### src/rtl/udp_pixel_loader.sv
// udp_pixel_loader: assembles big-endian 32-bit command words from the
// liteeth UDP byte stream (port-filtered) and drives the panel framebuffer
// write port, brightness and frame-done strobe.
module udp_pixel_loader #(
    parameter logic [15:0] LISTEN_PORT = 16'd6454,
    parameter int          ADDR_W      = 13,
    parameter logic [3:0]  BRIGHT_INIT = 4'd15
) (
    input  logic              clock,
    input  logic              resetn,
    input  logic              udp_valid,
    input  logic              udp_last,
    output logic              udp_ready,
    input  logic [15:0]       udp_dst_port,
    input  logic [15:0]       udp_length,
    input  logic [31:0]       udp_data,
    output logic              wr_en,
    output logic [ADDR_W-1:0] wr_addr,
    output logic [29:0]       wr_data,
    output logic [3:0]        brightness,
    output logic              frame_done,
    output logic [15:0]       pkt_count,
    output logic [15:0]       err_count
);

    typedef enum logic [1:0] {IDLE, RECV, DROP} state_t;

    state_t      state;
    logic [15:0] len_q;
    logic [15:0] cnt_q;
    logic [1:0]  idx_q;
    logic [23:0] sr_q;
    logic [29:0] addr_q;

    logic        port_ok;
    logic        in_pkt;
    logic [15:0] cur_len;
    logic [15:0] cur_cnt;
    logic [15:0] cnt_next;
    logic [1:0]  cur_idx;
    logic [1:0]  idx_next;
    logic        take;
    logic        word_done;
    logic [31:0] word;
    logic [1:0]  op;
    logic        pkt_end;
    logic        range_ok;
    logic        err_evt;
    logic        unused_data;

    // The stream is never back-pressured; only the low payload byte is used.
    assign udp_ready   = 1'b1;
    assign unused_data = ^udp_data[31:8];

    // Beat qualification. In IDLE the first beat of an accepted packet is
    // processed with a fresh length/counter/index so single-beat packets work.
    always_comb begin
        port_ok   = (udp_dst_port == LISTEN_PORT);
        in_pkt    = udp_valid && ((state == RECV) || ((state == IDLE) && port_ok));
        cur_len   = (state == IDLE) ? udp_length : len_q;
        cur_cnt   = (state == IDLE) ? 16'd0 : cnt_q;
        cur_idx   = (state == IDLE) ? 2'd0 : idx_q;
        cnt_next  = (cur_cnt == 16'hFFFF) ? cur_cnt : cur_cnt + 16'd1;
        take      = in_pkt && (cur_cnt < cur_len);
        word_done = take && (cur_idx == 2'd3);
        idx_next  = take ? cur_idx + 2'd1 : cur_idx;
        word      = {sr_q, udp_data[7:0]};
        op        = word[31:30];
        pkt_end   = in_pkt && udp_last;
        range_ok  = ((addr_q >> ADDR_W) == 30'd0);
        // Drop, truncated word and out-of-range write are merged so that
        // coincident events count once.
        err_evt   = (udp_valid && (state == IDLE) && !port_ok)
                  || (pkt_end && (idx_next != 2'd0))
                  || (word_done && (op == 2'b11) && !range_ok);
    end

    // Packet FSM and byte assembly.
    always_ff @(posedge clock or negedge resetn) begin
        if (!resetn) begin
            state <= IDLE;
            len_q <= 16'd0;
            cnt_q <= 16'd0;
            idx_q <= 2'd0;
            sr_q  <= 24'd0;
        end else begin
            if (in_pkt) begin
                len_q <= cur_len;
                cnt_q <= cnt_next;
                idx_q <= idx_next;
                if (take)
                    sr_q <= {sr_q[15:0], udp_data[7:0]};
            end
            case (state)
                IDLE: begin
                    if (udp_valid && !udp_last)
                        state <= port_ok ? RECV : DROP;
                end
                RECV: begin
                    if (udp_valid && udp_last)
                        state <= IDLE;
                end
                DROP: begin
                    if (udp_valid && udp_last)
                        state <= IDLE;
                end
                default: state <= IDLE;
            endcase
        end
    end

    // Word decode; effects appear the cycle after the completing byte.
    always_ff @(posedge clock or negedge resetn) begin
        if (!resetn) begin
            wr_en      <= 1'b0;
            wr_addr    <= '0;
            wr_data    <= 30'd0;
            brightness <= BRIGHT_INIT;
            frame_done <= 1'b0;
            addr_q     <= 30'd0;
        end else begin
            wr_en      <= 1'b0;
            frame_done <= 1'b0;
            if (word_done) begin
                case (op)
                    2'b00: addr_q <= word[29:0];
                    2'b11: begin
                        if (range_ok) begin
                            wr_en   <= 1'b1;
                            wr_addr <= addr_q[ADDR_W-1:0];
                            wr_data <= word[29:0];
                        end
                        addr_q <= addr_q + 30'd1;
                    end
                    2'b01: brightness <= word[3:0];
                    default: frame_done <= 1'b1;
                endcase
            end
        end
    end

    // Saturating packet and error counters.
    always_ff @(posedge clock or negedge resetn) begin
        if (!resetn) begin
            pkt_count <= 16'd0;
            err_count <= 16'd0;
        end else begin
            if (pkt_end && (pkt_count != 16'hFFFF))
                pkt_count <= pkt_count + 16'd1;
            if (err_evt && (err_count != 16'hFFFF))
                err_count <= err_count + 16'd1;
        end
    end

endmodule
### config.mk
export PLATFORM = sky130hd
export DESIGN_NAME = udp_pixel_loader
export DESIGN_NICKNAME = d
export VERILOG_FILES = /design/src/rtl/udp_pixel_loader.sv
export SDC_FILE = /design/constraint.sdc
export NUM_CORES = 1
export LEC_CHECK = 0
export CAP_MARGIN = 20
export CORE_MARGIN = 2
export CORE_UTILIZATION = 35
export CTS_BUF_LIST = sky130_fd_sc_hd__clkbuf_8
export CTS_CLUSTER_DIAMETER = 100
export DETAILED_ROUTE_END_ITERATION = 10
export SLEW_MARGIN = 20
export SYNTH_ARGS = -nofsm -noshare
export SYNTH_HDL_FRONTEND = slang
export SYNTH_SLANG_ARGS = --single-unit
export TNS_END_PERCENT = 10
### constraint.sdc
create_clock -name clock -period 4 [get_ports clock]
set_input_delay 0.4 -clock clock [delete_from_list [all_inputs] [get_ports clock]]
set_output_delay 0.4 -clock clock [all_outputs]
set_load 0.02 [all_outputs]
==> results of run 1 <==
cell usage after synthesis (all sizes together) (5+ instances only):
master   count
a21oi       67
a2bb2oi      8
and3        13
and4         5
buf         16
clkbuf      22
dfrtp      167
ha          25
inv         19
mux2        53
mux2i       21
nand2      149
nand3       41
nand4       16
nor2        41
nor2b       20
nor3        18
nor4        12
o21ai       31
o22ai       23
xnor2       13
xor2        27
per-layer routing:
layer  share of wire  GRT usage
met4           0.012     0.0459
met2            0.46      0.260
met5               0          0
met3           0.045     0.0327
met1            0.48      0.241
state kept, by name (all words and copies together), names as in the netlist:
| name | count |
|---|---|
| err_count | 16 |
| wr_en | 1 |
| cnt_q | 16 |
| idx_q | 2 |
| state | 2 |
| wr_addr | 13 |
| brightness | 4 |
| len_q | 16 |
| sr_q | 24 |
| pkt_count | 16 |
| wr_data | 30 |
| addr_q | 30 |
| frame_done | 1 |
critical path, delay by kind of cell, from the launching register on:
family,cells,cell delay [ps]
mux,3,880
compound gates,2,560
buf+inv,3,530
simple gates,3,510
fa+ha+maj,2,490
flops,1,400
worst max-delay path by stage:
stage | start | end | slack [ps] | cells past startpoint
2_1_floorplan | state[0] | addr_q[29] | 260 | 16
3_3_place_gp | state[0] | err_count[1] | 520 | 13
3_5_place_dp | state[1] | err_count[1] | 470 | 13
4_1_cts | state[1] | err_count[12] | 440 | 13
5_1_grt | state[1] | err_count[12] | 190 | 13
6_report | state[0] | err_count[12] | 480 | 13
power breakdown:
part / total, mW / switching (mW) / internal, mW
registers: 1.99 / 0.131 / 1.86
clock network: 1.21 / 0.661 / 0.546
logic: 0.930 / 0.539 / 0.391
logic make-up (layout without fill, tap and decap cells):
family                   count (synthesis)  in the layout  synth area share
other                                    1              1          0.000431
AND/OR/NAND/NOR                        341            341             0.193
flip-flops                             171            171             0.492
buffers and inverters                   57            189            0.0305
multiplexers                            74             74             0.110
AO/OA/AOI/OAI                          147            147            0.0981
XOR/XNOR                                40             40            0.0402
adder cells (fa/ha/maj)                 25             25            0.0359
cell type report:
class,count,area share
Tap cell,324,0.0379
Clock inverter,11,0.0102
Sequential cell,171,0.401
Timing Repair Buffer,139,0.129
Multi-Input combinational cell,628,0.390
Clock buffer,20,0.0257
Inverter,19,0.00667
==> reports/results.md, run 1 <==
| Step | Metric | Reported |
| --- | --- | --- |
| run status | Outcome | complete, but fails checks |
| run status | Failing checks | hold timing |
| floorplan | Die ar. | 26200 um^2 |
| yosys | Fraction of post-synthesis cell area in the top cell type by area | 0.480 |
| detailed routing | Remaining routing DRC violations | 0 |
| sta | Summed negative setup slack over all endpoints | 0 ps |
| yosys | Post-Syn Area per Cell | 10.2 um^2 |
| sta | Maximum operating frequency | 284 MHz |
| worst setup path | Worst path max stage delay | 410 ps |
| clock tree | Bufs on Longest Clock Path | 2 |
| detailed routing | Via-to-Cell Ratio | 5.05 |
| worst setup path | CP required | 4340 ps |
| clock tree | Post-CTS Repair Setup Buffers | 0 |
| final layout | Post-route core utilization | 0.438 |
| yosys | Most area-consuming cells after synthesis | sky130_fd_sc_hd__dfrtp_1 48%, sky130_fd_sc_hd__mux2_4 6.7%, sky130_fd_sc_hd__nand2_1 6.4% |
| yosys | Fraction of registers with async set/reset | 1.00 |
| worst setup path | Reg2reg setup slack | 480 ps |
| pwr | Cell Pwr Density | 386 nW/um^2 |
| clock tree | CTS tree | yes |
| sta | Share of the clock period used by the worst path | 0.879 |
| final layout | Most common cell after layout, fill and taps aside | sky130_fd_sc_hd__dfrtp_1 |
| yosys | Cell accounting for the most synthesized area | sky130_fd_sc_hd__dfrtp_1 |
| floorplan | Core area | 24400 um^2 |
| sta | Min setup slack post-route | 484 ps |
| detailed routing | Total routed wirelength | 21000 um |
| clock tree | Number of buffers inserted during clock tree synthesis | 17 |
| global route | Pin count of the biggest net entering global routing | 102 |
| detailed routing | Wirelength per Cell | 16.0 um |
| final layout | Post-route insts no fill | 1312 |
| pwr | Worst IR Drop VDD | 0.164 mV |
| worst setup path | Worst-case reg-to-reg path depth | 13 |
| pwr | Static leakage power | 4.92 nW |
| floorplan | Horizontal die dimension | 162 um |
| floorplan | # rows | 57 |
| detailed routing | 1st-iter DRT viols | 504 |
| yosys | Distinct cell type count after synthesis | 56 |
| sta | Final Hold Slack | -3.63 ps |
| final layout | Multi-input logic area | 4170 um^2 |
| clock tree | Clock Latency Late Sink | 460 ps |
| placed design | Dpl hpwl | 14800 um |
| placed design | Final GP Congestion | 0.833 |
| yosys | Number of enable-type register cells in the synthesized netlist | 0 |
| floorplan | I/O Pins | 150 |
| final layout | Area growth from synthesis to layout | 22.8% |
| sta | Clock Skews | 15.5 ps |
| global route | Global-route wire length before repair | 34900 um |
| worst setup path | Kind of launch point of the worst setup path | flip-flop |
| sta | Hold Violations, Final | 1 |
| worst setup path | Endpoint type of the worst setup path | flip-flop |
| global route | Remaining global-route overflow | 0 |
| clock tree | Clock slew seen by the registers of the worst setup and hold paths | 90 ps |
| sta | Final Max Slew Viols | 0 |
| final layout | Number of nets in the finished design | 1069 |
| clock tree | H-tree depth reported by CTS | 4 |
| final layout | Fraction of final layout cells with drive strength greater than 1 | 0.119 |
| placed design | DP Area | 10300 um^2 |
| worst setup path | Sequence of cells on the critical path | inv_1 > ha_2 > buf_12 > mux2i_1 > ha_1 > a21oi_1 > nor2b_1 > o311ai_2 > nand4_4 > mux2i_2 > buf_4 > nor3_1 > mux2_2 |
| sta | Clock period minus worst slack | 3520 ps |
| global route | Number of global-route vias before repair | 6404 |
| yosys | Yosys warning count | 0 |
| placed design | IO buf count | 124 |
| clock tree | CTS hold repair buffers | 0 |
| floorplan | Effective utilization at floorplan | 0.357 |
| worst setup path | Setup CP Type | reg -> reg |
| final layout | Post-route design area | 10700 um^2 |
| worst setup path | Standard cell with the maximum stage delay on the critical path | sky130_fd_sc_hd__o311ai_2 |
| final layout | Number of diodes added for antenna fixing | 0 |
| worst setup path | Crit Reg-Reg Startpoint | state[0] |
| clock tree | CTS root buffer | sky130_fd_sc_hd__clkbuf_8 |
| placed design | Post-placement cell count | 1281 |
| final layout | Sequential standard cell area | 4280 um^2 |
| sta | Actual transition at the worst max-transition pin | 985 ps |
| detailed routing | Number of nets with antenna violations after routing | 0 |
| clock tree | TritonCTS sink count | 171 |
| yosys | Synthesized area | 8710 um^2 |
| worst setup path | Data arrival time of the critical path | 3860 ps |
| worst hold path | Hold Path Class | in -> async |
| floorplan | Vertical die dimension | 162 um |
| final layout | FILL cells | 2374 |
| detailed routing | Number of optimization iterations in the first detailed-route pass | 5 |
| sta | Setup-failing EPs final | 0 |
| placed design | Place WS | 467 ps |
| sta | Setup repair after global routing missed its margin | no |
| detailed routing | Via Count | 6628 |
| clock tree | Post-cts sizing count | 0 |
| sta | Tightest slew margin relative to the limit | 0.344 |
| yosys | Top_reg_cell synth | sky130_fd_sc_hd__dfrtp_1 |
| global route | Antenna violations before repair | 0 |
| worst setup path | Max FO, Critical Path | 45 |
| yosys | Post-synthesis register bit count | 171 |
| worst setup path | Worst r2r dst | err_count[12] |
| run | Max capacitance violation total | 0 |
| yosys | Cell count after synthesis | 856 |
| global route | Overall fraction of global-route tracks in use | 0.168 |
| yosys | Synthesized net count | 949 |
| pwr | Post-route total power | 4.12 mW |
| final layout | Top library cells by usage in the layout, fill and taps aside | 167 x sky130_fd_sc_hd__dfrtp_1, 149 x sky130_fd_sc_hd__nand2_1, 123 x sky130_fd_sc_hd__clkdlybuf4s50_1 |
| yosys | Sequential fraction of the synthesis area | 0.492 |
Note: power is estimated with default switching activity, not from simulation.
==> run 2, diff against run 1 <==
--- a/config.mk
+++ b/config.mk
@@ -7,10 +7,12 @@
 export LEC_CHECK = 0
 export CAP_MARGIN = 20
 export CORE_MARGIN = 2
-export CORE_UTILIZATION = 35
+export CORE_UTILIZATION = 50
 export CTS_BUF_LIST = sky130_fd_sc_hd__clkbuf_8
 export CTS_CLUSTER_DIAMETER = 100
 export DETAILED_ROUTE_END_ITERATION = 10
+export HOLD_SLACK_MARGIN = 0.06
+export PLACE_DENSITY = 0.79
 export SLEW_MARGIN = 20
 export SYNTH_ARGS = -nofsm -noshare
 export SYNTH_HDL_FRONTEND = slang
==> run 2 against run 1 <==
  * Sequential cell count is the same
  * Combinational power grew 1%
  * Largest cell class unchanged
  * Critical path depth shrank 2
  * Non-clock buffer count is the same
  * Wire length shrank 4.3%
  * Clock power shrank 7%
  * Register-to-register slack lost 110 ps
  * Clock skew shrank 7.3 ps
  * The flow now finishes without violations
==> reports/results.md, run 2 (synthesis gave the netlist of run 1 again) <==
| Step | Metric | Reported |
| --- | --- | --- |
| run status | Outcome | completed |
| clock tree | H-tree depth reported by CTS | 4 |
| worst setup path | Reg2reg setup slack | 380 ps |
| final layout | Fraction of final layout cells with drive strength greater than 1 | 0.118 |
| clock tree | TritonCTS sink count | 171 |
| detailed routing | Via-to-Cell Ratio | 5.58 |
| placed design | IO buf count | 124 |
| floorplan | I/O Pins | 150 |
| worst hold path | Cell depth of the worst hold path | 1 |
| clock tree | Clock Latency Late Sink | 460 ps |
| global route | Overall fraction of global-route tracks in use | 0.226 |
| clock tree | Post-CTS Repair Setup Buffers | 0 |
| clock tree | CTS root buffer | sky130_fd_sc_hd__clkbuf_8 |
| sta | Summed negative setup slack over all endpoints | 0 ps |
| floorplan | Vertical die dimension | 136 um |
| sta | Hold Violations, Final | 0 |
| final layout | Number of nets in the finished design | 1069 |
| pwr | Worst IR Drop VDD | 0.232 mV |
| detailed routing | Remaining routing DRC violations | 0 |
| final layout | Top library cells by usage in the layout, fill and taps aside | 167 x sky130_fd_sc_hd__dfrtp_1, 149 x sky130_fd_sc_hd__nand2_1, 123 x sky130_fd_sc_hd__clkdlybuf4s50_1 |
| worst setup path | Worst-case reg-to-reg path depth | 11 |
| sta | Setup-failing EPs final | 0 |
| global route | Pin count of the biggest net entering global routing | 95 |
| global route | Met3 Use GR | 0.0451 |
| global route | Busiest layer in global routing | met2 |
| detailed routing | Via Count | 6770 |
| worst setup path | Number of stages on the worst setup path | 11 |
| worst setup path | Data arrival time of the critical path | 3980 ps |
| sta | Final Max Slew Viols | 0 |
| sta | Share of the clock period used by the worst path | 0.906 |
| worst setup path | Max FO, Critical Path | 29 |
| worst setup path | Setup CP Type | reg -> reg |
| sta | Clock period minus worst slack | 3620 ps |
| sta | Tightest slew margin relative to the limit | 0.409 |
| worst setup path | CP required | 4360 ps |
| detailed routing | Wirelength per Cell | 16.6 um |
| worst setup path | Crit path buffers/inverters | 2 |
| detailed routing | Number of optimization iterations in the first detailed-route pass | 6 |
| pwr | Cell Pwr Density | 383 nW/um^2 |
| worst setup path | Crit Reg-Reg Startpoint | state[1] |
| sta | Setup repair after global routing missed its margin | no |
| clock tree | Bufs on Longest Clock Path | 2 |
| worst setup path | Endpoint type of the worst setup path | flip-flop |
| worst setup path | Standard cell with the maximum stage delay on the critical path | sky130_fd_sc_hd__nand3_1 |
| run | Max capacitance violation total | 0 |
| global route | Remaining global-route overflow | 0 |
| worst setup path | Sequence of cells on the critical path | inv_1 > ha_2 > buf_12 > mux2i_1 > ha_1 > nand4_1 > nor3_1 > a22oi_1 > and4_1 > nand3_1 > a221oi_1 |
| worst setup path | Worst setup path endpoint | addr_q[29] |
| placed design | Final GP Congestion | 0.898 |
| worst setup path | Worst path max stage delay | 510 ps |
| placed design | Dpl hpwl | 14200 um |
| floorplan | Core area | 17200 um^2 |
| final layout | Biggest regs | addr_q: 30 flops, wr_data: 30 flops, sr_q: 24 flops |
| floorplan | Die ar. | 18500 um^2 |
| floorplan | # rows | 48 |
| global route | Number of global-route vias before repair | 6392 |
| worst setup path | Worst r2r dst | addr_q[29] |
| floorplan | Effective utilization at floorplan | 0.507 |
| global route | Global-route wire length before repair | 32600 um |
| detailed routing | 1st-iter DRT viols | 763 |
| pwr | Static leakage power | 4.91 nW |
| final layout | Area growth from synthesis to layout | 21.3% |
| clock tree | CTS tree | yes |
| floorplan | Horizontal die dimension | 136 um |
| final layout | Post-route core utilization | 0.615 |
| clock tree | Clock slew seen by the registers of the worst setup and hold paths | 90 ps |
| global route | Met2 capacity usage during global routing | 0.348 |
| detailed routing | Total routed wirelength | 20100 um |
| final layout | Number of diodes added for antenna fixing | 0 |
| worst hold path | Hold Path Class | reg -> reg |
| detailed routing | Number of nets with antenna violations after routing | 0 |
| final layout | Most common cell after layout, fill and taps aside | sky130_fd_sc_hd__dfrtp_1 |
| worst setup path | Crit path launch | state[1] |
| final layout | FILL cells | 1424 |
| global route | Antenna violations before repair | 0 |
| worst setup path | Kind of launch point of the worst setup path | flip-flop |
| clock tree | Number of buffers inserted during clock tree synthesis | 17 |
| global route | Met1 GRT Util | 0.319 |
| sta | Maximum operating frequency | 276 MHz |
| sta | Clock Skews | 8.18 ps |
| sta | Actual transition at the worst max-transition pin | 886 ps |
| worst setup path | Top delay family on crit path | simple AND/OR/NAND/NOR gates |
==> run 2: timing repair <==
action / CTS / global route
gates resized for setup: 0 / 1
endpoints found under the hold margin: 77 / 0
setup endpoints to repair: 0 / 1
hold buffers: 1 / 0
==> run 2: layout make-up <==
| type | count | area [um^2] | share of cell area |
|---|---|---|---|
| repair buffers | 139 | 1400 | 0.132 |
| inverters | 19 | 71.3 | 0.00676 |
| well taps | 225 | 282 | 0.0267 |
| clock inverters | 15 | 116 | 0.0110 |
| clock buffers | 17 | 234 | 0.0222 |
| multi-input cells | 628 | 4180 | 0.395 |
| flip-flops and latches | 171 | 4280 | 0.406 |
==> run 2: metal layers <==
layer  vias to the layer above  share of wire
li1                       3260              -
met1                      3269           0.46
met2                       214           0.46
met3                        27          0.061
met4                         0          0.024
met5                         -              0
==> run 2: through the flow <==
step           area [um^2]  power [mW]  setup slack, ps  cells  hold WS [ps]
2_1_floorplan         8710        2.62              255    856           104
3_3_place_gp         10200        2.92              280   1181           478
3_5_place_dp         10200        2.95              194   1181           477
4_1_cts              10500        4.06              183   1214           499
5_1_grt              10600        4.26             48.4   1214           512
6_report             10600        4.04              377   1214           489
==> run 2: worst min-delay path by stage <==
stage                              end         start  slack, ps
after floorplan              addr_q[0]        resetn        100
after global placement    err_count[8]  err_count[8]        480
after detailed placement  err_count[8]  err_count[8]        480
after CTS                 err_count[8]  err_count[8]        500
after global routing      pkt_count[7]  pkt_count[7]        510
final                     err_count[8]  err_count[8]        490
==> run 2: power breakdown <==
part	total, mW	leakage (nW)	internal (mW)	switching [mW]
Combinational	0.942	2.43	0.404	0.538
Sequential	1.98	2.31	1.86	0.126
Clock	1.12	0.173	0.439	0.680
==> run 2: worst register-to-register path, stage by stage, from the launching register on <==
cell                       delay [ps]
sky130_fd_sc_hd__dfrtp_1          370
sky130_fd_sc_hd__inv_1            100
sky130_fd_sc_hd__ha_2             360
sky130_fd_sc_hd__buf_12           240
sky130_fd_sc_hd__mux2i_1          310
sky130_fd_sc_hd__ha_1             300
sky130_fd_sc_hd__nand4_1          130
sky130_fd_sc_hd__nor3_1            90
sky130_fd_sc_hd__a22oi_1          280
sky130_fd_sc_hd__and4_1           390
sky130_fd_sc_hd__nand3_1          510
sky130_fd_sc_hd__a221oi_1         450
